`src/rtl/program_mem_controller_pkg.sv`:
```
// Shared types for the program memory controller.
// Holds the controller state encoding and a helper for pointer widths.
// No ports; imported by the controller, its arbiter and the bench.
package program_mem_controller_pkg;

    // Controller phases: waiting for work, memory access in flight,
    // one-cycle completion pulse toward the granted consumer.
    typedef enum logic [1:0] {
        IDLE         = 2'b00,
        READ_WAITING = 2'b01,
        RELAYING     = 2'b10
    } ctrl_state_e;

    // Width of an index into n ports; never narrower than one bit.
    function automatic int unsigned idx_bits(input int unsigned n);
        return (n > 1) ? $clog2(n) : 1;
    endfunction

endpackage

```
`src/rtl/program_mem_controller_if.sv`:
```
// Bundle of the fetcher-side and memory-side read handshakes.
// master: controller view (drives consumer responses and memory requests).
// slave: environment view (fetchers plus external program memory).
interface program_mem_controller_if #(
    parameter int ADDR_BITS     = 8,
    parameter int DATA_BITS     = 16,
    parameter int NUM_CONSUMERS = 4
);
    logic [NUM_CONSUMERS-1:0]                consumer_read_valid;
    logic [NUM_CONSUMERS-1:0][ADDR_BITS-1:0] consumer_read_address;
    logic [NUM_CONSUMERS-1:0]                consumer_read_ready;
    logic [NUM_CONSUMERS-1:0][DATA_BITS-1:0] consumer_read_data;
    logic                                    mem_read_valid;
    logic [ADDR_BITS-1:0]                    mem_read_address;
    logic                                    mem_read_ready;
    logic [DATA_BITS-1:0]                    mem_read_data;

    modport master (
        input  consumer_read_valid, consumer_read_address,
        input  mem_read_ready, mem_read_data,
        output consumer_read_ready, consumer_read_data,
        output mem_read_valid, mem_read_address
    );

    modport slave (
        output consumer_read_valid, consumer_read_address,
        output mem_read_ready, mem_read_data,
        input  consumer_read_ready, consumer_read_data,
        input  mem_read_valid, mem_read_address
    );
endinterface

```
`src/rtl/program_mem_controller_rr_arbiter.sv`:
```
// Round-robin arbiter: one-hot grant to the first requester after last_ptr_i.
// Latency: purely combinational, zero cycles.
// Backpressure: none; an empty request vector yields an all-zero grant.
// Ports: req_i request vector, last_ptr_i index of previous winner, gnt_o one-hot grant.
module rr_arbiter
    import program_mem_controller_pkg::*;
#(
    parameter  int NUM_REQ = 4,
    localparam int PTR_W   = idx_bits(NUM_REQ)
) (
    input  logic [NUM_REQ-1:0] req_i,
    input  logic [PTR_W-1:0]   last_ptr_i,
    output logic [NUM_REQ-1:0] gnt_o
);

    logic [PTR_W-1:0] idx;
    logic             found;

    // Walk the ring starting just past the previous winner; the previous
    // winner itself is visited last so it cannot starve the others.
    always_comb begin
        gnt_o = '0;
        found = 1'b0;
        idx   = '0;
        for (int k = 1; k <= NUM_REQ; k++) begin
            idx = PTR_W'((int'(last_ptr_i) + k) % NUM_REQ);
            if (!found && req_i[idx]) begin
                gnt_o[idx] = 1'b1;
                found      = 1'b1;
            end
        end
    end

endmodule

```
`src/rtl/program_mem_controller.sv`:
```
// Arbitrates instruction fetches from several consumers onto one program memory port.
// Latency: 3 cycles minimum (grant, memory answer, one-cycle ready pulse); one access outstanding.
// Backpressure: holds mem_read_valid/address until mem_read_ready; unserved requests simply wait.
// Ports: clk, reset_n (async active-low), bus (master modport of program_mem_controller_if),
// and read_count (completion counter) only when PROGRAM_MEM_CTRL_PERF_EN is defined.
module program_mem_controller
    import program_mem_controller_pkg::*;
#(
    parameter int ADDR_BITS     = 8,
    parameter int DATA_BITS     = 16,
    parameter int NUM_CONSUMERS = 4
) (
    input  logic                          clk,
    input  logic                          reset_n,
    program_mem_controller_if.master      bus
`ifdef PROGRAM_MEM_CTRL_PERF_EN
    ,
    output logic [31:0]                   read_count
`endif
);

    localparam int                IDX_W    = idx_bits(NUM_CONSUMERS);
    // Reset the pointer to the last port so consumer 0 wins the first grant.
    localparam logic [IDX_W-1:0]  LAST_RST = IDX_W'(NUM_CONSUMERS - 1);

    ctrl_state_e                             state_q, state_d;
    logic [IDX_W-1:0]                        last_granted_q, last_granted_d;
    logic [IDX_W-1:0]                        granted_q, granted_d;
    logic                                    mem_vld_q, mem_vld_d;
    logic [ADDR_BITS-1:0]                    mem_addr_q, mem_addr_d;
    logic [NUM_CONSUMERS-1:0]                cons_rdy_q, cons_rdy_d;
    logic [NUM_CONSUMERS-1:0][DATA_BITS-1:0] cons_dat_q, cons_dat_d;

    logic [NUM_CONSUMERS-1:0]                eligible;
    logic [NUM_CONSUMERS-1:0]                gnt;
    logic [IDX_W-1:0]                        gnt_idx;
    logic                                    complete;

    // A consumer being handed its data this cycle must not be re-granted on the same request.
    assign eligible = bus.consumer_read_valid & ~cons_rdy_q;
    assign complete = (state_q == READ_WAITING) && bus.mem_read_ready;

    rr_arbiter #(
        .NUM_REQ    (NUM_CONSUMERS)
    ) u_arb (
        .req_i      (eligible),
        .last_ptr_i (last_granted_q),
        .gnt_o      (gnt)
    );

    always_comb begin
        gnt_idx = '0;
        for (int i = 0; i < NUM_CONSUMERS; i++) begin
            if (gnt[i]) begin
                gnt_idx = IDX_W'(i);
            end
        end
    end

    always_comb begin
        state_d        = state_q;
        last_granted_d = last_granted_q;
        granted_d      = granted_q;
        mem_vld_d      = mem_vld_q;
        mem_addr_d     = mem_addr_q;
        cons_rdy_d     = cons_rdy_q;
        cons_dat_d     = cons_dat_q;

        case (state_q)
            IDLE: begin
                // Also drops any stray memory strobe arriving while idle.
                if (|gnt) begin
                    granted_d  = gnt_idx;
                    mem_vld_d  = 1'b1;
                    mem_addr_d = bus.consumer_read_address[gnt_idx];
                    state_d    = READ_WAITING;
                end
            end
            READ_WAITING: begin
                if (complete) begin
                    mem_vld_d             = 1'b0;
                    cons_dat_d[granted_q] = bus.mem_read_data;
                    cons_rdy_d            = '0;
                    cons_rdy_d[granted_q] = 1'b1;
                    state_d               = RELAYING;
                end
            end
            RELAYING: begin
                cons_rdy_d     = '0;
                last_granted_d = granted_q;
                state_d        = IDLE;
            end
            default: begin
                state_d    = IDLE;
                mem_vld_d  = 1'b0;
                cons_rdy_d = '0;
            end
        endcase
    end

    always_ff @(posedge clk or negedge reset_n) begin
        if (!reset_n) begin
            state_q        <= IDLE;
            last_granted_q <= LAST_RST;
            granted_q      <= '0;
            mem_vld_q      <= 1'b0;
            mem_addr_q     <= '0;
            cons_rdy_q     <= '0;
            cons_dat_q     <= '0;
        end else begin
            state_q        <= state_d;
            last_granted_q <= last_granted_d;
            granted_q      <= granted_d;
            mem_vld_q      <= mem_vld_d;
            mem_addr_q     <= mem_addr_d;
            cons_rdy_q     <= cons_rdy_d;
            cons_dat_q     <= cons_dat_d;
        end
    end

    assign bus.mem_read_valid      = mem_vld_q;
    assign bus.mem_read_address    = mem_addr_q;
    assign bus.consumer_read_ready = cons_rdy_q;
    assign bus.consumer_read_data  = cons_dat_q;

`ifdef PROGRAM_MEM_CTRL_PERF_EN
    logic [31:0] read_count_q;

    always_ff @(posedge clk or negedge reset_n) begin
        if (!reset_n) begin
            read_count_q <= '0;
        end else if (complete) begin
            read_count_q <= read_count_q + 32'd1;
        end
    end

    assign read_count = read_count_q;
`endif

endmodule

```
`src/flat_wrapper.sv`:
```
// flat-port wrapper written by rule: the top's interface ports become plain ports
module program_mem_controller_flat import program_mem_controller_pkg::*;
#(
    parameter int ADDR_BITS     = 8,
    parameter int DATA_BITS     = 16,
    parameter int NUM_CONSUMERS = 4
)
  (clk, reset_n, bus_consumer_read_valid, bus_consumer_read_address, bus_mem_read_ready, bus_mem_read_data, bus_consumer_read_ready, bus_consumer_read_data, bus_mem_read_valid, bus_mem_read_address);
  program_mem_controller_if #(.ADDR_BITS(ADDR_BITS), .DATA_BITS(DATA_BITS), .NUM_CONSUMERS(NUM_CONSUMERS)) bus_i ();
  input  logic clk;
  input  logic reset_n;
  input wire logic [$bits(bus_i.consumer_read_valid)-1:0] bus_consumer_read_valid;
  input wire logic [$bits(bus_i.consumer_read_address)-1:0] bus_consumer_read_address;
  input wire logic [$bits(bus_i.mem_read_ready)-1:0] bus_mem_read_ready;
  input wire logic [$bits(bus_i.mem_read_data)-1:0] bus_mem_read_data;
  output wire logic [$bits(bus_i.consumer_read_ready)-1:0] bus_consumer_read_ready;
  output wire logic [$bits(bus_i.consumer_read_data)-1:0] bus_consumer_read_data;
  output wire logic [$bits(bus_i.mem_read_valid)-1:0] bus_mem_read_valid;
  output wire logic [$bits(bus_i.mem_read_address)-1:0] bus_mem_read_address;
  assign bus_i.consumer_read_valid = bus_consumer_read_valid;
  assign bus_i.consumer_read_address = bus_consumer_read_address;
  assign bus_i.mem_read_ready = bus_mem_read_ready;
  assign bus_i.mem_read_data = bus_mem_read_data;
  assign bus_consumer_read_ready = bus_i.consumer_read_ready;
  assign bus_consumer_read_data = bus_i.consumer_read_data;
  assign bus_mem_read_valid = bus_i.mem_read_valid;
  assign bus_mem_read_address = bus_i.mem_read_address;
  program_mem_controller #(.ADDR_BITS(ADDR_BITS), .DATA_BITS(DATA_BITS), .NUM_CONSUMERS(NUM_CONSUMERS)) u_core (.clk(clk), .reset_n(reset_n), .bus(bus_i));
endmodule
```
`config.mk`:
```
export PLATFORM = sky130hd
export DESIGN_NAME = program_mem_controller_flat
export DESIGN_NICKNAME = d
export VERILOG_FILES = /design/src/rtl/program_mem_controller_pkg.sv /design/src/rtl/program_mem_controller_if.sv /design/src/rtl/program_mem_controller_rr_arbiter.sv /design/src/rtl/program_mem_controller.sv /design/src/flat_wrapper.sv
export SDC_FILE = /design/constraint.sdc
export NUM_CORES = 1
export LEC_CHECK = 0
export ABC_AREA = 1
export CELL_PAD_IN_SITES_DETAIL_PLACEMENT = 1
export CELL_PAD_IN_SITES_GLOBAL_PLACEMENT = 1
export CORE_UTILIZATION = 33
export DETAILED_ROUTE_END_ITERATION = 8
export PLACE_DENSITY = 0.9
export RECOVER_POWER = 25
export SLEW_MARGIN = 20
export SYNTH_ARGS = -nofsm -noshare
export SYNTH_HDL_FRONTEND = slang
export SYNTH_SLANG_ARGS = --single-unit
export TNS_END_PERCENT = 50
```
`constraint.sdc`:
```
create_clock -name clk -period 3.4 [get_ports clk]
set_input_delay 0.68 -clock clk [delete_from_list [all_inputs] [get_ports clk]]
set_output_delay 0.68 -clock clk [all_outputs]
set_load 0.01 [all_outputs]
```
# After elaboration in Yosys (flattened, before gate mapping)

Cells that the tools add are included.
W data, S select, Z words.

Add/sub/neg operators: 4
Magnitude comparators: 11
Equal/unequal tests: 4
Muxes and demuxes: 41
Bitwise operators: 7
Reduce and logical (&&, ||, !) cells: 19

Operator list:

| kind                  | number |
|---|---|
| $bwmux W64            | 1 |
| $demux W16 S2         | 1 |
| $mux W4               | 5 |
| $lt A2 B3 Y1 const B  | 6 |
| $bmux W8 S2           | 1 |
| $mux W16              | 1 |
| $mux W1               | 15 |
| $or A4 B4 Y4          | 3 |
| $demux W1 S2          | 5 |
| $ge A2 B1 Y1 const B  | 5 |
| $logic_and A1 B1 Y1   | 9 |
| $bmux W1 S2           | 4 |
| $mux W2               | 4 |
| $mux W8               | 1 |
| $pmux W4 S2           | 1 |
| $reduce_and A2 Y1     | 4 |
| $add A2 B1 Y2 const B | 2 |
| $add A2 B2 Y2 const B | 2 |
| $and A4 B4 Y4         | 1 |
| $ne A2 B1 Y1 const B  | 2 |
| $not A4 Y4            | 1 |
| $pmux W2 S2           | 1 |
| $reduce_or A4 Y1      | 1 |
| $logic_not A1 Y1      | 3 |
| 6 further kinds       | 7 |

Bits in registers: 83
Output and inout bits: 77
Word-level logic and storage cells: 96

# Depth between registers and ports, before layout

Depth after elaboration: 19
Mapped depth: 18
Mapped depth without buffers: 18

# Cells and area by module

A second synthesis with hierarchy kept.

Cell total of the unflattened synthesis: 481
Area, all modules: 4127.7 um^2

By module, submodules not included:

| module                 | times used | cells each | area each (um^2) | sequential area each (um^2) |
|---|---|---|---|---|
| program_mem_controller | 1          | 406        | 3706.1           | 2079.5 |
| rr_arbiter             | 1          | 75         | 421.7            | 0.0 |

# Worst setup path before layout

No wires, ideal clock.

Path type: reg-to-reg
From: register u_core.last_granted_q[0]
To: register u_core.mem_addr_q[0], in the netlist u_core.bus.mem_read_address[0]
Arrival time: 2.275 ns
Data required time: 3.284 ns
Path slack: 1.009 ns
Stages on the path, launching flop included: 18
Path buffers: 1
Period minus slack after synthesis: 2.391 ns
Path through: dfstp_2 inv_2 ha_1 inv_1 nand3_2 nand2_4 inv_2 nand2_1 nand2_2 nor2_8 nand2_4 inv_6 nand2_8 nand2_2 nand2_2 buf_6 nand2_1 nand2_1

Cells in the longest elaborated chain, start to end: 18
Elaborated cells on any way between the ends: 55
Classes of those cells: add/sub: 4; order compare: 8; mux: 28; bitwise: 3; reduce/logical: 12

RTL lines:

| element                                                               | line                                    | RTL |
|---|---|---|
| start: declaration                                                    | program_mem_controller.sv:27            | `logic [IDX_W-1:0] last_granted_q, last_granted_d;` |
| start signal: assignment                                              | program_mem_controller.sv:112           | `last_granted_q <= last_granted_d;` |
| parallel branches: the longest is 12 deep, another holds $lt A2 B3 Y1 | -                                       |  |
| $mux W4 (*)                                                           | program_mem_controller_rr_arbiter.sv:27 | `if (!found && req_i[idx]) begin` |
| $mux W1                                                               | program_mem_controller.sv:54            | `if (gnt[i]) begin` |
| $mux W2 (2 in series)                                                 | program_mem_controller.sv:54            |  |
| $bmux W8 S2                                                           | program_mem_controller.sv:75            | `mem_addr_d = bus.consumer_read_address[gnt_idx];` |
| $mux W8 (implied by the code)                                         | program_mem_controller.sv:75            |  |
| end signal: assignment                                                | program_mem_controller.sv:115           | `mem_addr_q <= mem_addr_d;` |
| end: declaration                                                      | program_mem_controller.sv:30            | `logic [ADDR_BITS-1:0] mem_addr_q, mem_addr_d;` |

Every way passes the cells marked *. The select of a mux whose other input is x is not followed.
A chain may end at the register's enable or synchronous reset.

# Worst setup path in the final report

From: register u_core.last_granted_q[0]
To: register u_core.mem_addr_q[1], in the netlist u_core.bus.mem_read_address[1]

Same word-level chain as after synthesis.

==> flow_summary.yaml <==
outcome:
  outcome: "finished, violations left"
  violations_in_the_final_reports: "design-rule violations, max-capacitance violations, max-slew violations"
clock_network:
  ctsResizeCount: 0
  post_cts_hold_buffer_count: 0
  clkTransAtPathRegs_ps: 60
  post_cts_setup_buffer_count: 0
  numCtsBuffers: 9
  cts-root-buf: "sky130_fd_sc_hd__clkbuf_16"
  clock_sinks: 83
  clock_insertion_delay_worst_skew_ps: 330
  tritoncts: "done"
  ctsLongestPathBuffers: 2
  ctsHtreeMaxLevel: 3
grt:
  antenna_violations_before_repair: 0
  grt_pass1_wl_um: 20000
  grt_start_max_net_pins: 84
  via_count_of_the_first_global_routing_pass: 4019
  globalRouteTotalUtil_pct: 20.6
  overflow: 0
timing:
  holdWs_ps: 486
  setup_viol: 0
  report.final.slew_viol_count: 84
  fmax_ghz: 0.346
  maxSlewHeadroom_pct: -34.2
  final_min_period_ps: 2890
  fin_setup_tns_ps: 0
  rsz0062_at_grt: "no"
  worst_pin_slew_ps: 2010
  final_clock_period_utilization_by_the_worst_path_pct: 85.1
  final_clock_skew_ps: 5.17
  finalHoldViolations: 0
power:
  power.total_mw: 6.37
  power_per_cell_area_nw_per_um2: 1120
  proportion_of_power_drawn_by_the_clock_network_pct: 14.4
  sequential_group_share_of_total_power_pct: 27.5
  power_leakage_nw: 2.75
  p_int_mw: 3.55
  power.share.switching_pct: 44.2
  ir_worst_vdd_mv: 0.464
  comb_power_share_pct: 58.0
  net-switching-power_mw: 2.81
die:
  initial_core_util_pct: 34.2
  die_x_um: 111
  die_area_sq_um: 12400
  core.rowCount: 39
  core_region_area_sq_um: 11500
  design.portCount: 132
  die_h_um: 111
cells_and_area:
  diodes_inserted: 0
  final_cell_count_no_fill: 754
  layout-drive-gt1-share_pct: 9.00
  area_growth_syn_to_layout_pct: 44.4
  design.final.nets: 669
  fin_area_sq_um: 5690
synth:
  yosysTopAreaCellShare_pct: 51.4
  synth_largest_area_cell: "sky130_fd_sc_hd__dfrtp_1"
  top_post_synthesis_cells_by_area: "sky130_fd_sc_hd__dfrtp_1 (51%), sky130_fd_sc_hd__nand2_1 (14%), sky130_fd_sc_hd__o21ai_0 (9.0%), sky130_fd_sc_hd__inv_1 (4.5%), sky130_fd_sc_hd__nand3_1 (3.3%)"
  synth.yosys.warnings: 0
  synthesis.nets: 536
  ys_top_cells_by_count: "sky130_fd_sc_hd__nand2_1 (151), sky130_fd_sc_hd__dfrtp_1 (81), sky130_fd_sc_hd__o21ai_0 (71)"
  yosysMostFrequentCell: "sky130_fd_sc_hd__nand2_1"
  mappedNetlistArea_sq_um: 3940
  synth_cells: 473
  ys_seq_elements: 83
  synth-seq-area-share_pct: 52.7
  synth-async-reset-ratio_pct: 100
  synth.avg_cell_area_sq_um: 8.34
  number_of_synthesized_flops_with_an_enable_pin: 0
  ys.flop_type: "sky130_fd_sc_hd__dfrtp_1"
  netlist-cell-type-count: 26
placement:
  place_hpwl_um: 8800
  place_inst: 738
  dpl-instance-area_sq_um: 5410
  place.gp.congestion: 0.849
  io_buffer_count: 131
drt:
  drt-total-wl_um: 12100
  detail_route.wl_per_cell_um: 16.1
  drt.antenna.violating_nets: 0
  firstDrtPassIters: 6
  via_per_inst: 4.79
  route.vias.total: 3615
  route.detailed.drc: 16
  first_iter_violations: 125
worst_setup_path:
  endpoint_kind: "flop"
  cp.buffers_inverters: 2
  critical_path.cell_chain: "inv_2 -> ha_1 -> inv_1 -> nand3_2 -> nand2_4 -> nand2_1 -> nor2_2 -> nand2_1 -> nand3_2 -> nand2_2 -> nand2_2 -> nand2_1 -> nand2_1 -> nand2_1 -> nand2_1 -> nand2_1"
  worstSetupPathType: "flop to flop"
  cpMostUsedCell: "sky130_fd_sc_hd__nand2_1"
  worstPathRequired_ps: 3620
  crit_family: "simple AND/OR/NAND/NOR gates"
  critPathMaxStageDelay_ps: 730
  critical_path.slowest_cell: "sky130_fd_sc_hd__dfstp_1"
  critical_path.max_fanout: 10
  startpoint_type: "flop"
  critPathArrivalTime_ps: 3110
job:
  max_cap_viol_count: 1
min_path:
  hold_class: "flop to flop"
[kinds of logic after synthesis]
| family | synth area share (%) |
|---|---|
| flip-flops | 52.7 |
| adder cells (fa/ha/maj) | 2.54 |
| AO/OA/AOI/OAI | 11.0 |
| buffers and inverters | 6.69 |
| AND/OR/NAND/NOR | 27.0 |
[tightest hold or removal path, stage by stage, from the launching register on]
cell and delay, ps:
sky130_fd_sc_hd__dfrtp_1 340, sky130_fd_sc_hd__nand2_1 50, sky130_fd_sc_hd__nand2_1 60
[power groups by stage]
stage	Clock [mW]	Sequential, mW	Combinational (mW)
2_1_floorplan	0	1.91	2.05
3_3_place_gp	0	1.73	3.53
3_5_place_dp	0	1.76	3.72
4_1_cts	0.945	1.76	3.74
5_1_grt	0.982	1.81	4.11
6_report	0.918	1.75	3.70
[placed cells by master (no fill, tap or decap)]
cell                              instances
sky130_fd_sc_hd__clkinv_1                 1
sky130_fd_sc_hd__nand3_1                 26
sky130_fd_sc_hd__o21ai_0                 71
sky130_fd_sc_hd__nor3_1                   3
sky130_fd_sc_hd__dfrtp_1                 81
sky130_fd_sc_hd__inv_2                    5
sky130_fd_sc_hd__clkinvlp_4               2
sky130_fd_sc_hd__nand3_4                  1
sky130_fd_sc_hd__clkinv_4                 2
sky130_fd_sc_hd__nor2_2                   3
sky130_fd_sc_hd__clkdlybuf4s50_1        130
sky130_fd_sc_hd__inv_1                   47
sky130_fd_sc_hd__nand2_8                  1
sky130_fd_sc_hd__buf_4                    4
sky130_fd_sc_hd__clkbuf_2                 1
sky130_fd_sc_hd__nand2_4                  2
sky130_fd_sc_hd__dfstp_1                  1
sky130_fd_sc_hd__a21oi_1                  9
sky130_fd_sc_hd__nor2_1                  28
sky130_fd_sc_hd__ha_1                     8
sky130_fd_sc_hd__nand3b_4                 1
sky130_fd_sc_hd__nand3_2                  7
sky130_fd_sc_hd__o21ai_2                  2
sky130_fd_sc_hd__nor2_4                   2
sky130_fd_sc_hd__clkbuf_8                 2
sky130_fd_sc_hd__nor2_8                   1
sky130_fd_sc_hd__clkbuf_16                9
sky130_fd_sc_hd__nand2_2                  6
sky130_fd_sc_hd__dfstp_2                  1
sky130_fd_sc_hd__o21ai_4                  1
sky130_fd_sc_hd__nand2_1                151
sky130_fd_sc_hd__inv_6                    1
sky130_fd_sc_hd__clkinv_2                 1
[routing by layer]
metal	up-vias	track usage, %	part of all wire (%)
met1	1754	22.3	40
met5	-	0	0
li1	1746	-	-
met4	0	6.13	0.87
met2	104	36.9	50
met3	11	8.15	9.0
[metrics by stage]
stage / setup WS (ps) / util, %
after floorplan: 1010 / -
after global placement: 657 / 46.9
after detailed placement: 526 / 46.9
after CTS: 621 / 49.5
after global routing: 238 / 49.4
final: 506 / 49.4
[sequential cells by signal (all words and copies together), names as in the netlist]
register and flops:
u_core.bus.mem_read_address 8, u_core.bus.consumer_read_data 64, u_core.state_q 2, u_core.bus.mem_read_valid 1, u_core.last_granted_q 2, u_core.bus.consumer_read_ready 4, u_core.granted_q 2
[final cells by class]
type,instances,area (sq um)
Clock buffer,11,253
Clock inverter,5,37.5
Fill cell,1359,5820
Inverter,54,208
Multi-Input combinational cell,323,1600
Sequential cell,83,2080
Tap cell,143,179
Timing Repair Buffer,135,1340
[final timing paths]
| kind | cells after the start | end | start | slack (ps) |
|---|---|---|---|---|
| max | 16 | u_core.bus.mem_read_address[1]$_DFFE_PN0P_ | u_core.last_granted_q[0]$_DFFE_PN1N_ | 510 |
| max in group asynchronous | 1 | u_core.bus.mem_read_address[7]$_DFFE_PN0P_ | reset_n | 1290 |
| min reg2reg | 2 | u_core.bus.mem_read_address[1]$_DFFE_PN0P_ | u_core.bus.mem_read_address[1]$_DFFE_PN0P_ | 490 |
| max reg2reg | 16 | u_core.bus.mem_read_address[1]$_DFFE_PN0P_ | u_core.last_granted_q[0]$_DFFE_PN1N_ | 510 |
| min | 2 | u_core.bus.mem_read_address[1]$_DFFE_PN0P_ | u_core.bus.mem_read_address[1]$_DFFE_PN0P_ | 490 |
| min in group asynchronous | 1 | u_core.bus.consumer_read_data[40]$_DFFE_PN0P_ | reset_n | 910 |
Note: power is estimated with default switching activity, not from simulation.
